[src/rtl/traffic_light_if.sv]
// Lamp bundle for a two-direction traffic light.
// The controller drives all six lamps; observers only read them.
interface traffic_light_if;
  logic red1;
  logic yellow1;
  logic green1;
  logic red2;
  logic yellow2;
  logic green2;

  modport master (
    output red1,
    output yellow1,
    output green1,
    output red2,
    output yellow2,
    output green2
  );

  modport slave (
    input red1,
    input yellow1,
    input green1,
    input red2,
    input yellow2,
    input green2
  );
endinterface

[src/rtl/traffic_light.sv]
// Two-direction traffic light: six-phase Moore FSM timed by a 32-bit phase counter.
// Lamps are registered from the next state, so they change on the same edge as the state.
module traffic_light #(
  parameter int unsigned GREEN_CYCLES   = 32'd160000000,
  parameter int unsigned YELLOW_CYCLES  = 32'd48000000,
  parameter int unsigned RED_RED_CYCLES = 32'd16000000
) (
  input logic             clk,
  input logic             rst,
  traffic_light_if.master lamps
);

  typedef enum logic [2:0] {
    StDir2Green  = 3'd0,
    StDir2Yellow = 3'd1,
    StClear2     = 3'd2,
    StDir1Green  = 3'd3,
    StDir1Yellow = 3'd4,
    StClear1     = 3'd5
  } state_e;

  // Lamp vector order: {red1, yellow1, green1, red2, yellow2, green2}
  localparam logic [5:0] LampDir2Green  = 6'b100_001;
  localparam logic [5:0] LampDir2Yellow = 6'b100_010;
  localparam logic [5:0] LampAllRed     = 6'b100_100;
  localparam logic [5:0] LampDir1Green  = 6'b001_100;
  localparam logic [5:0] LampDir1Yellow = 6'b010_100;

  localparam logic [31:0] GreenLen  = 32'(GREEN_CYCLES);
  localparam logic [31:0] YellowLen = 32'(YELLOW_CYCLES);
  localparam logic [31:0] ClearLen  = 32'(RED_RED_CYCLES);

  // Initializers match the reset values so the block runs correctly without a reset pulse.
  state_e      state_q = StDir2Green;
  state_e      state_d;
  logic [31:0] cnt_q   = '0;
  logic [31:0] cnt_d;
  logic [5:0]  lamp_q  = LampDir2Green;
  logic [5:0]  lamp_d;
  logic [31:0] phase_len;
  logic        phase_last;

  always_comb begin
    phase_len = 32'd1;
    case (state_q)
      StDir2Green,  StDir1Green:  phase_len = GreenLen;
      StDir2Yellow, StDir1Yellow: phase_len = YellowLen;
      StClear2,     StClear1:     phase_len = ClearLen;
      default:                    phase_len = 32'd1;
    endcase
  end

  // Lengths are at least 1, so the subtraction cannot wrap.
  assign phase_last = (cnt_q >= (phase_len - 32'd1));

  always_comb begin
    state_d = state_q;
    cnt_d   = cnt_q + 32'd1;
    case (state_q)
      StDir2Green:  if (phase_last) state_d = StDir2Yellow;
      StDir2Yellow: if (phase_last) state_d = StClear2;
      StClear2:     if (phase_last) state_d = StDir1Green;
      StDir1Green:  if (phase_last) state_d = StDir1Yellow;
      StDir1Yellow: if (phase_last) state_d = StClear1;
      StClear1:     if (phase_last) state_d = StDir2Green;
      default:      state_d = StDir2Green;
    endcase
    if (phase_last || (state_d != state_q)) begin
      cnt_d = '0;
    end
  end

  always_comb begin
    lamp_d = LampDir2Green;
    case (state_d)
      StDir2Green:  lamp_d = LampDir2Green;
      StDir2Yellow: lamp_d = LampDir2Yellow;
      StClear2:     lamp_d = LampAllRed;
      StDir1Green:  lamp_d = LampDir1Green;
      StDir1Yellow: lamp_d = LampDir1Yellow;
      StClear1:     lamp_d = LampAllRed;
      default:      lamp_d = LampDir2Green;
    endcase
  end

  always_ff @(posedge clk or posedge rst) begin
    if (rst) begin
      state_q <= StDir2Green;
      cnt_q   <= '0;
      lamp_q  <= LampDir2Green;
    end else begin
      state_q <= state_d;
      cnt_q   <= cnt_d;
      lamp_q  <= lamp_d;
    end
  end

  assign lamps.red1    = lamp_q[5];
  assign lamps.yellow1 = lamp_q[4];
  assign lamps.green1  = lamp_q[3];
  assign lamps.red2    = lamp_q[2];
  assign lamps.yellow2 = lamp_q[1];
  assign lamps.green2  = lamp_q[0];

endmodule

[src/flat_wrapper.sv]
// flat-port wrapper written by rule: the top's interface ports become plain ports
module traffic_light_flat 
#(
  parameter int unsigned GREEN_CYCLES   = 32'd160000000,
  parameter int unsigned YELLOW_CYCLES  = 32'd48000000,
  parameter int unsigned RED_RED_CYCLES = 32'd16000000
)
  (clk, rst, lamps_red1, lamps_yellow1, lamps_green1, lamps_red2, lamps_yellow2, lamps_green2);
  traffic_light_if lamps_i ();
  input logic clk;
  input logic rst;
  output wire logic [$bits(lamps_i.red1)-1:0] lamps_red1;
  output wire logic [$bits(lamps_i.yellow1)-1:0] lamps_yellow1;
  output wire logic [$bits(lamps_i.green1)-1:0] lamps_green1;
  output wire logic [$bits(lamps_i.red2)-1:0] lamps_red2;
  output wire logic [$bits(lamps_i.yellow2)-1:0] lamps_yellow2;
  output wire logic [$bits(lamps_i.green2)-1:0] lamps_green2;
  assign lamps_red1 = lamps_i.red1;
  assign lamps_yellow1 = lamps_i.yellow1;
  assign lamps_green1 = lamps_i.green1;
  assign lamps_red2 = lamps_i.red2;
  assign lamps_yellow2 = lamps_i.yellow2;
  assign lamps_green2 = lamps_i.green2;
  traffic_light #(.GREEN_CYCLES(GREEN_CYCLES), .YELLOW_CYCLES(YELLOW_CYCLES), .RED_RED_CYCLES(RED_RED_CYCLES)) u_core (.clk(clk), .rst(rst), .lamps(lamps_i));
endmodule
[config.mk]
export PLATFORM = sky130hd
export DESIGN_NAME = traffic_light_flat
export DESIGN_NICKNAME = d
export VERILOG_FILES = /design/src/rtl/traffic_light_if.sv /design/src/rtl/traffic_light.sv /design/src/flat_wrapper.sv
export SDC_FILE = /design/constraint.sdc
export NUM_CORES = 1
export LEC_CHECK = 0
export CAP_MARGIN = 30
export CORE_MARGIN = 2
export CORE_UTILIZATION = 50
export DETAILED_ROUTE_END_ITERATION = 16
export DONT_BUFFER_PORTS = 1
export GPL_ROUTABILITY_DRIVEN = 0
export MAX_ROUTING_LAYER = met4
export PLACE_DENSITY_LB_ADDON = 0.1
export SYNTH_ARGS = -nofsm -noshare
export SYNTH_HDL_FRONTEND = slang
export SYNTH_SLANG_ARGS = --single-unit
[constraint.sdc]
create_clock -name clk -period 3 [get_ports clk]
set_input_delay 0.45 -clock clk [delete_from_list [all_inputs] [get_ports clk]]
set_output_delay 0.45 -clock clk [all_outputs]
set_load 0.02 [all_outputs]
After elaboration in Yosys (flattened, before gate mapping)
Cells that the tools add are included.
Widths: inputs -> output; s select.
- flip-flop bits (word level): 41
- bits of input ports: 2
- output and inout bits: 6
- word-level logic and storage cells: 33
- add/sub/neg operators: 2
- magnitude comparators: 1
- equal/unequal tests: 11
- mux-type cells: 10
- reduce and logical (&&, ||, !) cells: 6
- operators by type and width (operator ; count):
    $pmux 28 s3 ; 1
    $add 32x1->32 const B ; 1
    $ge 32x32->1 ; 1
    $mux 32 ; 1
    $sub 28x1->29 const B ; 1
    $pmux 6 s4 ; 1
    $mux 3 ; 6
    $pmux 3 s6 ; 1
    $eq 3x2->1 const B ; 4
    $eq 3x3->1 const B ; 4
    $reduce_or 2->1 ; 4
    $eq 3x1->1 const B ; 2
    $logic_not 3->1 ; 1
    $ne 3x3->1 ; 1
    $logic_or 1x1->1 ; 1

Logic depth before layout (Yosys ltp)
Gate-level depths: netlist (run 1).
- word-level depth: 10
- mapped depth: 13
- depth with buffers taken out: 11

Worst setup path after synthesis (run 1)
OpenSTA, ideal clock, no wires.
- kind: reg2reg
- start point: register u_core.state_q[2]
- end point: register u_core.state_q[2]
- setup time: 0.125 ns
- arrival time: 2.546 ns
- required time: 2.875 ns
- slack: 0.329 ns
- stages on the path, launching flop included: 12
- path buffers: 1
- period minus slack after synthesis: 2.671 ns
- path through: dfrtp_1 -> clkbuf_1 -> nor2b_1 -> a21oi_1 -> and2_1 -> ha_1 -> nand2_1 -> nor3_1 -> and3_1 -> nand2_1 -> o22ai_2 -> mux2_2
- longest elaborated chain between the ends: 7
- elaborated cells on any way between the ends: 19
- classes of those cells: add/sub: 1; order compare: 1; eq/ne: 5; mux: 8; reduce/logical: 4
- ends and longest elaborated chain (what ; RTL line ; source):
    from (decl) ; traffic_light.sv:34 ; state_e state_q = StDir2Green;
    from (signal assigned) ; traffic_light.sv:88 ; state_q <= StDir2Green;
    from (signal assigned) ; traffic_light.sv:92 ; state_q <= state_d;
    $eq 3x2->1, or another cell as far along ; traffic_light.sv:45, traffic_light.sv:59 ;
    $reduce_or 2->1 ; traffic_light.sv:45 ; case (state_q)
    $pmux 28 s3 ; traffic_light.sv:45 ;
    $sub 28x1->29 ; traffic_light.sv:54 ; assign phase_last = (cnt_q >= (phase_len - 32'd1));
    $ge 32x32->1 ; traffic_light.sv:54 ;
    $mux 3, or another cell as far along ; traffic_light.sv:65 ; StClear1: if (phase_last) state_d = StDir2Green;
    $pmux 3 s6 * ; traffic_light.sv:59 ; case (state_q)
    net u_core.state_d[2] ; traffic_light.sv:35 ; state_e state_d;
Mark *: on every way through the listed nets, which the timed path passes. The rest lies on a longest branch.

Worst setup path after layout (run 1)
Ends and elaborated chain as after synthesis.

==> metrics.txt, run 1 <==
status complete, no violations; Final nets 300; transition time at the pin with the least slew margin approximately 0.96 ns; critical path class reg2reg; final setup vio count 0; met1 usage 28.0%; HPWL after detailed placement 3.28 mm; Worst slew margin 36.3%; number of synthesized register bits slightly above 40; Sw Pwr ~0.56 mW; R2R setup slack around 0.26 ns; CTS tree yes; Lkg Pwr 1.26 nW; GR Util met3 under 10%; io pins 8; Post-synth top flop dfrtp_1; worst endpoint required time between 3 and 4 ns; multi-input combinational cell area ~1400 sq um; post-synth top area cell dfrtp_1; CP arrival around 2.9 ns; total track usage between 10% and 20%; CP Capture Type register; postcts setup bufs 0; internal power 0.992 mW; Critical R2R Capture u_core.state_q[2]; Non-Filler Instances around 340; vias per inst a little over 5; CTS sink cnt 41; Via Count roughly 1,700; DR pass1 iterations 4; CTS Buffer Depth 2; Placed Instances roughly 330; Clock Tree Root clkbuf_8; DIE WIDTH 74.8 microns; final wirelength between 4 and 5 mm; Synth area leaders dfrtp_1, ha_1, nor2_1; FMAX between 300 and 400 MHz; Yosys warning total 0; ant diodes 0; setup_tns 0 ns; first-pass GRT wire length ~7.7 mm; sequential share of the synthesized area approximately two fifths; max cap viols 0; antenna violations before repair 0; global route total overflow 0; Clock Skews roughly 0.0072 ns; # fillers 440; Synth Cell Area roughly 2500 sq um; site row count 25; starting density of the core a little over half; Clock Latency Late Sink ~0.29 ns; Reg clk slew, reported paths around 0.08 ns; fraction of layout cells with a size suffix above 1 roughly 8%; TritonCTS Buffers 5; Unique masters post-synth between 40 and 50; P&R area growth vs syn 8.04%; Mapped Cells approximately 260; max-slew violation count 0; Seq. cell area just over 1000 sq um; Antenna Violating Nets Remaining 0; CP Max Fanout 12; worst hold-check path type in2async; crit share post-route between 90% and 100%; Reg2Reg Depth 10; GR peak layer met1; sequential power share a little under half; H-tree depth 2; Syn Area/Cell 9.68 sq um; RSZ-0062 raised after global routing false; top-area cell type share of the netlist area around two fifths; Gate power share between 20 and 30%; Die ar. approximately 5600 sq um; crit start category register; Critical R2R Launch u_core.state_q[2]; IO Port Bufs 0; Core Area 4790 sq um; Final Util between 50% and 60%; pwr/cell area roughly 570 nW/um^2; vias in the first global route about 1,600; Wirelength per Cell 13.2 microns; DRC 0; Clock Power Share approximately a quarter; fraction of registers with async set/reset 100%; Post-synth EDFFs 0; die span in y 74.8 microns; met2 Track Usage GR about a quarter; Hold Fails Final Rpt 0; DR iter-0 viols 67; pin count of the biggest net entering global routing 30; maximum vdd drop ~220 uV; minimum clock period 2.74 ns; Sw Ratio between 30% and 40%
## critical path, cell delays in order (launching register included)
cell	delay, ns
dfrtp_2	0.48
nor2b_1	0.27
a21oi_1	0.14
and2_1	0.19
ha_1	0.27
nand2_1	0.05
nor3_1	0.25
and3_1	0.22
nand2_1	0.09
o22ai_2	0.28
mux2_2	0.37
## per-stage QoR
step	setup WS [ns]	hold slack, ns	instance area [sq um]	total power, mW
finish	0.259	0.265	2710	1.55
global route	0.0418	0.334	2710	1.69
CTS	0.149	0.269	2710	1.57
detailed placement	0.165	0.510	2610	1.19
global placement	0.257	0.504	2610	1.18
floorplan	0.329	0.469	2520	1.08
## placed cells by master (no fill, tap or decap), types with 2 or more instances in the layout
master | Yosys | routed
nor2_1 | 40 | 40
dfrtp_1 | 39 | 38
ha_1 | 29 | 29
nand2_1 | 22 | 22
xor2_1 | 17 | 17
nand3_1 | 13 | 13
xnor2_1 | 12 | 12
inv_1 | 11 | 11
a21oi_1 | 10 | 10
conb_1 | 2 | 7
nand2b_1 | 6 | 6
o21ai_0 | 6 | 6
nand4_1 | 6 | 6
clkbuf_8 | 0 | 6
nor3_1 | 4 | 4
and3_1 | 4 | 4
and4_1 | 4 | 4
o21a_1 | 2 | 2
mux2i_1 | 2 | 2
a22o_1 | 2 | 2
nor4_1 | 2 | 2
buf_4 | 1 | 2
dfstp_2 | 2 | 2
## how the worst max path moves through the flow
stage	to	startpoint	cells past startpoint
2_1_floorplan	u_core.state_q[2]	u_core.state_q[2]	11
3_3_place_gp	u_core.state_q[2]	u_core.state_q[2]	10
3_5_place_dp	u_core.state_q[2]	u_core.state_q[2]	10
4_1_cts	u_core.state_q[2]	u_core.state_q[2]	10
5_1_grt	u_core.state_q[2]	u_core.state_q[2]	10
6_report	u_core.state_q[2]	u_core.state_q[2]	10
## final cells by class
class	count	share of cell area, %
multi-input cells	207	52.6
repair buffers	3	1.29
flip-flops and latches	41	38.0
clock inverters	1	0.277
inverters	11	1.52
clock buffers	7	3.19
well taps	67	3.10
## power groups by stage
stage	clock network (mW)	registers (mW)	logic (mW)
final	0.371	0.722	0.455
after global routing	0.410	0.734	0.546
after CTS	0.387	0.721	0.460
after detailed placement	0	0.732	0.455
after global placement	0	0.731	0.450
after floorplan	0	0.696	0.387
## Yosys cell counts, types with 4 or more instances
master and number:
a21oi_1 10, and3_1 4, and4_1 4, dfrtp_1 39, ha_1 29, inv_1 11
nand2_1 22, nand2b_1 6, nand3_1 13, nand4_1 6, nor2_1 40, nor3_1 4
o21ai_0 6, xnor2_1 12, xor2_1 17
## sequential cells by signal, indices dropped and copies added, names as in the netlist
| register | cells |
|---|---|
| u_core.lamp_q | 6 |
| u_core.cnt_q | 32 |
| u_core.state_q | 3 |
## cells by family (layout without fill, tap and decap cells)
| logic type | count (synthesis) | in the layout | synth area share, % |
|---|---|---|---|
| AND/OR/NAND/NOR | 107 | 107 | 21.1 |
| AO/OA/AOI/OAI | 32 | 32 | 8.84 |
| other | 2 | 7 | 0.300 |
| multiplexers | 3 | 3 | 1.25 |
| buffers and inverters | 16 | 22 | 2.90 |
| adder cells (fa/ha/maj) | 29 | 29 | 14.5 |
| flip-flops | 41 | 41 | 41.0 |
| XOR/XNOR | 29 | 29 | 10.1 |
## layer usage
layer	vias up	share of wire, %
li1	908	-
met3	7	1.2
met4	0	1.6
met2	11	43
met1	820	54
met5	-	0
## repair_timing
action,in CTS,in global routing
setup endpoints to repair,0,3
hold buffers,0,0
resized for setup,0,1
(Power assumes the default switching activity.)
==> inputs of run 2 (changes only) <==
--- a/config.mk
+++ b/config.mk
@@ -8,6 +8,7 @@
 export CAP_MARGIN = 30
 export CORE_MARGIN = 2
 export CORE_UTILIZATION = 50
+export CTS_BUF_LIST = sky130_fd_sc_hd__clkbuf_2
 export DETAILED_ROUTE_END_ITERATION = 16
 export DONT_BUFFER_PORTS = 1
 export GPL_ROUTABILITY_DRIVEN = 0
==> constraint.sdc (replaced) <==
create_clock -name clk -period 3 [get_ports clk]
set_input_delay 0.3 -clock clk [delete_from_list [all_inputs] [get_ports clk]]
set_output_delay 0.3 -clock clk [all_outputs]
set_load 0.02 [all_outputs]
==> run 2 against run 1 <==
Net effect: worst setup slack lost 0.027 ns; power decreased by 8.6%; first-iteration DRC count grew 40%; flip-flop and latch count unchanged; largest cell class unchanged; clock skew grew 0.013 ns; count of clock-buffer cells in the layout decreased by 1; hold slack lost 0.049 ns; highest routed layer unchanged; cell area shrank 1.6%; global-route usage shrank 0.11 points; sequential share of layout area is 0.63 points higher.
==> metrics.txt, run 2 (synthesized netlist as in run 1, its figures left out) <==
multi-input combinational cell area 1420 sq um (unchanged); worst endpoint required time 3.30 ns (was 3.18 ns); Reg clk slew, reported paths 0.18 ns (was 0.08 ns); CP most frequent cell nand2_1 (unchanged); global route total overflow 0 (unchanged); first-pass GRT wire length 7.81 mm (was 7.67 mm); R2R setup slack 0.23 ns (was 0.26 ns); P&R area growth vs syn 6.29% (was 8.04%); Final nets 301 (was 300); final setup vio count 0 (unchanged); Seq. cell area 1030 sq um (unchanged); crit share post-route 92.3% (was 91.4%); Crit-path slowest cell dfrtp_2 (unchanged); RSZ-0062 raised after global routing false (unchanged); Critical R2R Capture u_core.state_q[2] (unchanged); pin count of the biggest net entering global routing 30 (unchanged); IO Port Bufs 0 (unchanged); max-slew violation count 0 (unchanged); Via Count 1,759 (was 1,746); Final Util 55.7% (was 56.6%); Clock Skews 0.0200 ns (was 0.00716 ns); critical path class reg2reg (unchanged); DIE WIDTH 74.8 microns (unchanged); WP buf/inv 0 (unchanged); ant diodes 0 (unchanged); status complete, no violations (unchanged); Crit path largest cell delay 0.51 ns (was 0.48 ns); Placed Instances 329 (unchanged); max reg flops 32 (unchanged); starting density of the core 52.4% (unchanged); critical path, cell by cell nor2b_1, a21oi_1, and2_1, ha_1, nand2_1, nor3_1, and3_1, nand2_1, o22ai_2, mux2_2 (unchanged); Finished Cell Area 2660 sq um (was 2710 sq um); Non-Filler Instances 338 (was 337); CTS sink cnt 41 (unchanged); site row count 25 (unchanged); Largest Register u_core.cnt_q (unchanged); CTS Buffer Depth 2 (unchanged); CTS tree yes (unchanged); Critical R2R Launch u_core.state_q[2] (unchanged); Lkg Pwr 1.26 nW (about the same); Antenna Violating Nets Remaining 0 (unchanged); DRC 0 (unchanged); DR iter-0 viols 94 (was 67); antenna violations before repair 0 (unchanged); maximum vdd drop 268 uV (was 218 uV); CP Max Fanout 12 (unchanged); # fillers 430 (was 440); final wirelength 4.41 mm (was 4.43 mm); CP arrival 3.07 ns (was 2.92 ns); postcts setup bufs 0 (unchanged); most frequent cells in the layout nor2_1, dfrtp_1, ha_1, nand2_1, xor2_1 (unchanged); max cap viols 0 (unchanged); Largest regs u_core.cnt_q x32, u_core.lamp_q x6, u_core.state_q x3 (unchanged); FMAX 361 MHz (was 365 MHz); TritonCTS Buffers 5 (unchanged); Reg2Reg Depth 10 (unchanged); die span in y 74.8 microns (unchanged); Wirelength per Cell 13.1 microns (was 13.2 microns); DR pass1 iterations 4 (unchanged); setup_tns 0 ns (unchanged); minimum clock period 2.77 ns (was 2.74 ns); HPWL after detailed placement 3.34 mm (was 3.28 mm); Core Area 4790 sq um (unchanged); CP delay by family, top simple AND/OR/NAND/NOR gates (unchanged); Hold Fails Final Rpt 0 (unchanged); total track usage 18.8% (was 18.9%); Clock Latency Late Sink 0.40 ns (was 0.29 ns); Clock Tree Root clkbuf_2 (was clkbuf_8); worst hold-check path type in2async (unchanged); io pins 8 (unchanged); CP Capture Type register (unchanged); vias per inst 5.20 (was 5.18); Die ar. 5590 sq um (unchanged); vias in the first global route 1,693 (was 1,631); placed cell area 2610 sq um (unchanged); crit start category register (unchanged); Final Total Pwr 1.41 mW (was 1.55 mW); fraction of layout cells with a size suffix above 1 8.12% (was 7.78%); pwr/cell area 531 nW/um^2 (was 572 nW/um^2); commonest non-fill, non-tap cell in the layout nor2_1 (unchanged); H-tree depth 2 (unchanged)
run 2: cell types whose count changed in the layout (fill, tap and decap cells not counted), sizes merged:
cell | before | now
clkbuf | 7 | 6
clkinvlp | 1 | 0
dlygate4sd3 | 0 | 1
clkinv | 0 | 2
run 2: cell type report:
cell class | instances | share of cell area (%)
Timing Repair Buffer | 4 | 1.69
Clock inverter | 2 | 0.376
Sequential cell | 41 | 38.7
Tap cell | 67 | 3.15
Multi-Input combinational cell | 207 | 53.5
Inverter | 11 | 1.55
Clock buffer | 6 | 1.13
run 2: layer usage:
metal  vias up  GRT usage, %  routed length [microns]
li1        914             -                        -
met2        12          27.8                     1930
met3         6          4.02                       87
met1       827          25.7                     2340
met5         -             -                        0
met4         0          5.95                       63
run 2: what timing repair did:
item,4_1_cts,5_1_grt
endpoints found under the setup margin,0,2
hold buffers,1,0
gates resized for setup,0,1
hold endpoints to repair,39,0
run 2: where the power goes:
part           switching [mW]  total [mW]  internal, mW  leakage [nW]
registers               0.102       0.721         0.619         0.547
logic                   0.276       0.461         0.185         0.676
clock network           0.174       0.233        0.0586        0.0327
run 2: how the worst max path moves through the flow:
stage,start,endpoint,slack (ns),cells after the start
2_1_floorplan,u_core.state_q[2],u_core.state_q[2],0.33,11
3_3_place_gp,u_core.state_q[2],u_core.state_q[2],0.25,10
3_5_place_dp,u_core.state_q[2],u_core.state_q[2],0.18,10
4_1_cts,u_core.state_q[2],u_core.state_q[2],0.16,10
5_1_grt,u_core.state_q[2],u_core.state_q[2],0.03,10
6_report,u_core.state_q[2],u_core.state_q[2],0.23,10
run 2: through the flow:
step / hold slack, ns / setup slack (ns)
floorplan: 0.469 / 0.329
global placement: 0.103 / 0.245
detailed placement: 0.105 / 0.177
CTS: 0.195 / 0.157
global route: 0.195 / 0.0295
finish: 0.216 / 0.231
